<file path="src/rtl/rr_arbiter8.sv">
// rr_arbiter8 - round-robin arbiter sharing one downstream resource among
// eight requesters, with a bounded hold time per grant.
//
// Ports:
//   clk        rising-edge clock
//   rst        asynchronous, active-high reset
//   req[7:0]   request vector, bit i = requester i wants the resource
//   done       owner releases the resource (only looked at while BUSY)
//   gnt[7:0]   registered one-hot grant, zero when nobody owns the resource
//   gnt_id     binary index of the set gnt bit, 0 when gnt is zero
//   gnt_valid  high whenever gnt is nonzero
//   timeout    one-cycle pulse after a grant is revoked by the hold limit
//   dbg_busy   FSM state for debug (1 = BUSY, 0 = IDLE)
//
// Handshake: a requester raises req[i] and keeps it high until it sees
// gnt[i]. It then owns the resource for every cycle gnt[i] stays high.
// It gives the resource back by pulsing done or by dropping req[i]. If it
// does neither, the grant is revoked after MAX_HOLD cycles. Requests are
// never latched, so a req withdrawn before the arbiter samples it is lost.
// Every hand-over passes through exactly one IDLE cycle with gnt == 0.
module rr_arbiter8 #(
  parameter int MAX_HOLD = 16
) (
  input  logic       clk,
  input  logic       rst,
  input  logic [7:0] req,
  input  logic       done,
  output logic [7:0] gnt,
  output logic [2:0] gnt_id,
  output logic       gnt_valid,
  output logic       timeout,
  output logic       dbg_busy
);

  typedef enum logic {IDLE = 1'b0, BUSY = 1'b1} state_t;

  // hold_cnt counts cycles already spent in BUSY beyond the grant cycle,
  // so reaching MAX_HOLD-1 means the grant has lasted MAX_HOLD cycles.
  localparam logic [7:0] HOLD_LAST = 8'(MAX_HOLD - 1);

  state_t     state, state_n;
  logic [2:0] ptr, ptr_n;
  logic [2:0] owner, owner_n;
  logic [7:0] hold_cnt, hold_n;
  logic [7:0] gnt_n;
  logic [2:0] gnt_id_n;
  logic       valid_n;
  logic       timeout_n;

  logic [2:0] winner;
  logic [2:0] idx;
  logic       found;

  // Rotating-priority search: ptr, ptr+1, ... ptr+7 (3-bit wrap), first set
  // bit wins. winner is meaningless when req == 0 and is not used then.
  always_comb begin
    winner = ptr;
    found  = 1'b0;
    idx    = '0;
    for (int i = 0; i < 8; i++) begin
      idx = ptr + 3'(i);
      if (!found && req[idx]) begin
        winner = idx;
        found  = 1'b1;
      end
    end
  end

  always_comb begin
    state_n   = state;
    ptr_n     = ptr;
    owner_n   = owner;
    hold_n    = hold_cnt;
    gnt_n     = gnt;
    gnt_id_n  = gnt_id;
    valid_n   = gnt_valid;
    timeout_n = 1'b0;

    case (state)
      IDLE: begin
        if (req != 8'h00) begin
          owner_n  = winner;
          gnt_n    = 8'd1 << winner;
          gnt_id_n = winner;
          valid_n  = 1'b1;
          hold_n   = 8'd0;
          state_n  = BUSY;
        end
      end
      BUSY: begin
        // A voluntary release beats the hold limit, so a timeout is only
        // flagged when the owner still wants the resource.
        if (done || !req[owner] || (hold_cnt == HOLD_LAST)) begin
          gnt_n     = 8'h00;
          gnt_id_n  = 3'd0;
          valid_n   = 1'b0;
          ptr_n     = owner + 3'd1;
          state_n   = IDLE;
          timeout_n = !(done || !req[owner]);
        end else begin
          hold_n = hold_cnt + 8'd1;
        end
      end
      default: state_n = IDLE;
    endcase
  end

  always_ff @(posedge clk or posedge rst) begin
    if (rst) begin
      state     <= IDLE;
      ptr       <= 3'd0;
      owner     <= 3'd0;
      hold_cnt  <= 8'd0;
      gnt       <= 8'h00;
      gnt_id    <= 3'd0;
      gnt_valid <= 1'b0;
      timeout   <= 1'b0;
    end else begin
      state     <= state_n;
      ptr       <= ptr_n;
      owner     <= owner_n;
      hold_cnt  <= hold_n;
      gnt       <= gnt_n;
      gnt_id    <= gnt_id_n;
      gnt_valid <= valid_n;
      timeout   <= timeout_n;
    end
  end

  assign dbg_busy = (state == BUSY);

endmodule

</file>
<file path="config.mk">
export PLATFORM = sky130hd
export DESIGN_NAME = rr_arbiter8
export DESIGN_NICKNAME = d
export VERILOG_FILES = /design/src/rtl/rr_arbiter8.sv
export SDC_FILE = /design/constraint.sdc
export NUM_CORES = 1
export LEC_CHECK = 0
export ABC_AREA = 1
export CAP_MARGIN = 30
export CORE_ASPECT_RATIO = 1.2
export CORE_MARGIN = 8
export CORE_UTILIZATION = 32
export DETAILED_ROUTE_END_ITERATION = 12
export HOLD_SLACK_MARGIN = 0.15
export PLACE_DENSITY = 0.52
export SYNTH_ARGS = -nofsm -noshare
export SYNTH_HDL_FRONTEND = slang
export SYNTH_SLANG_ARGS = --single-unit
</file>
<file path="constraint.sdc">
create_clock -name clk -period 3.4 [get_ports clk]
set_clock_uncertainty 0.05 [all_clocks]
set_input_delay 1.02 -clock clk [delete_from_list [all_inputs] [get_ports clk]]
set_output_delay 1.02 -clock clk [all_outputs]
set_load 0.02 [all_outputs]
</file>
==> metrics <==
Critical Path Sink Type flop; mux cell area share after synthesis 0%; period utilization between 80% and 90%; GRT Total Usage roughly 12%; number of synthesized flops with an enable pin 0; final critical-path required period ~2.9 ns; Layout area overhead 20.40%; total wire length 5579 um; post-synthesis xor/xnor area fraction approximately 5%; Port Buffer Count 24; vias 2121; syn nets 330; WS Path Type input pin to flop; Resized cells post-CTS 0; Routed Antenna Nets 0; CP Buf/Inv Count 2; Max Buffers Root-to-Sink 2; Worst-Margin Slew ~0.62 ns; CP top delay family simple AND/OR/NAND/NOR gates; CTS sink cnt 28; largest family of logic cells by synthesized area simple AND/OR/NAND/NOR gates; remaining global-route overflow 0; WP data required ~3.6 ns; Top FF cell, synth dfrtp_1; clock power share under 10%; Synth Register Bits 28; maximum vdd drop between 400 and 500 uV; P per Cell Area about 1100 nW/um^2; Final #Nets about 360; Worst-path clk slew 0.09 ns; commonest non-fill, non-tap cell in the layout nand2_1; Sw Pwr about 1.7 mW; Core Rows 33; 1st-iter DRT viols 84; Hold Vio Cnt, Final 0; fin. max-slew vios 0; Synth Area in Simple Gates 43.47%; area of the core about 6700 um^2; Clock Latency Late Sink roughly 0.27 ns; YS warnings 0; largest net degree at the start of global routing 29; final cell count without fillers between 400 and 500; # placed instances about 430; Critical Path Start Type input pin; largest cells by area after synthesis dfrtp_1 (32%), nand2_1 (18%), nand3_1 (8.8%); H-tree level count 1; die footprint 9663 um^2; leakage power between 1 and 1.5 nW; crit path max fanout 7; Critical Path, Cell by Cell clkdlybuf4s50_1 > nand2_1 > nand3_1 > nand2_1 > nand2_1 > nand2_2 > nand3_2 > nor2_4 > nand3_2 > inv_2 > nand2_1 > nand2_1 > nand2_1 > nand2_1 > nand3_1 > o21bai_2; CP max stage cell clkdlybuf4s50_1; WHS approximately 0.45 ns; GPL Wtd Cong about 0.86; asr flop ratio synth 100.0%; Root Driver clkbuf_8; initial core utilization around a third; Pre-antenna DRT Iters 4; total internal power approximately 1.3 mW; hpwl dp between 4000 and 5000 um; vias in the first global route 2120; critical path's most frequent cell nand2_1; fmax 340.7 MHz; crit-path max cell delay slightly above 0.5 ns; top-area cell type share of the netlist area between 30% and 40%; first-pass GRT wire length just under 10000 um; most frequent cells in the layout nand2_1 (101), nand3_1 (38), dfrtp_1 (28); Post-Syn Instances approximately 320; DR WL/cell approximately 13 um; Final setup viols 0; Final Cell Area approximately 2600 um^2; CTS Hold Buffers Added 0; register area share after synthesis 32.37%; Sequential Power Share around 19%; chip width ~90 um; TritonCTS Buffers 3; Synth Area in Compound Gates under 10%; Worst Hold Class flop to flop; Post-Syn Area roughly 2200 um^2; outcome finished, final reports clean; Gate power share 74.7%; max cap viols 0; post-route setup TNS 0 ns; cell taking the most area after synthesis dfrtp_1; Cell variety after synth 29; critical path data arrival time approximately 3 ns; Synth Area in Adders between 2 and 2.5%; vias per cell roughly 4.9; Ant. Diodes 0; CTS tree yes; unrepaired setup endpoints after global routing no; proportion of layout cells with a drive suffix above 1 14.66%; area post-placement between 2000 and 3000 um^2; DRC 0; Design Power between 2 and 3 mW; Mean Syn Cell Area roughly 6.9 um^2; initial antenna violation count 0; I/O pin cnt 25; Setup Fix Bufs, Post-CTS 0; die height roughly 110 um; Worst slew margin 58.38%; switching share of power 56.32%
[final cells by class]
cell class | instances | area, um^2
clock buffers | 4 | 55.05
fillers | 713 | 4083
inverters | 34 | 127.6
multi-input cells | 248 | 1299
flip-flops and latches | 28 | 700.7
well taps | 87 | 108.9
repair buffers | 34 | 315.3
[metrics by stage]
stage | setup WS [ns] | util, %
after floorplan | 0.9658 | -
after global placement | 0.2194 | 38.14
after detailed placement | 0.1886 | 38.14
after CTS | 0.4741 | 38.96
after global routing | 0.2063 | 38.96
final | 0.4649 | 38.96
[power groups by stage]
stage,sequential (mW),combinational (mW),clock [mW]
2_1_floorplan,0.565,1.61,0
3_3_place_gp,0.551,2.20,0
3_5_place_dp,0.554,2.21,0
4_1_cts,0.547,2.22,0.212
5_1_grt,0.559,2.51,0.227
6_report,0.545,2.20,0.200
[kinds of logic (layout without fill, tap and decap cells)]
logic type	count (synthesis)	count (layout)
AO/OA/AOI/OAI	33	33
XOR/XNOR	9	9
adder cells (fa/ha/maj)	4	4
buffers and inverters	39	72
flip-flops	28	28
AND/OR/NAND/NOR	202	202
[Yosys cell counts (3+ instances only)]
master and n:
a21oi_1 8, buf_2 3, dfrtp_1 28, ha_1 4
inv_1 27, inv_2 7, nand2_1 101, nand2_2 11
nand3_1 38, nand3_2 5, nand4_1 7, nor2_1 24
nor3_1 6, nor4_1 3, o21ai_0 11, o21ai_1 6
o21bai_2 4, o31ai_1 3, xor2_1 3
[flip-flops by register name, summed over array words and instances (netlist names)]
signal	count
timeout	1
ptr	3
gnt_id	3
owner	3
gnt	8
hold_cnt	8
dbg_busy	1
gnt_valid	1
[layer usage]
layer	up-vias	global-route usage (%)	wire length, um
li1	1101	-	-
met1	985	14.52	2490
met2	28	22.01	2905
met3	7	1.057	105
met4	0	4.572	78
met5	-	0	0
[worst register-to-register path, cell delays in order (launching register included)]
cell and delay (ns):
dfrtp_1 0.39, inv_2 0.11, ha_1 0.30, inv_1 0.20, nand3_1 0.16, nand2_1 0.12, nand2_1 0.07, nand2_2 0.09
nand3_2 0.10, nor2_4 0.16, nand3_2 0.14, inv_2 0.10, nand2_1 0.05, nand2_1 0.07, nand2_1 0.05, nand2_1 0.12
nand3_1 0.10, o21bai_2 0.14
[final timing paths]
kind | startpoint | end | slack, ns | depth (start not counted)
worst min register to register | gnt[3] | gnt[3] | 0.45 | 2
max in group asynchronous | rst | hold_cnt[5] | 1.98 | 3
worst min-delay path | gnt[3] | gnt[3] | 0.45 | 2
worst max-delay path | req[3] | gnt[6] | 0.46 | 16
worst max register to register | ptr[1] | gnt[6] | 0.83 | 17
min in group asynchronous | rst | gnt_id[1] | 1.05 | 3
Note: power is estimated with default switching activity, not from simulation.
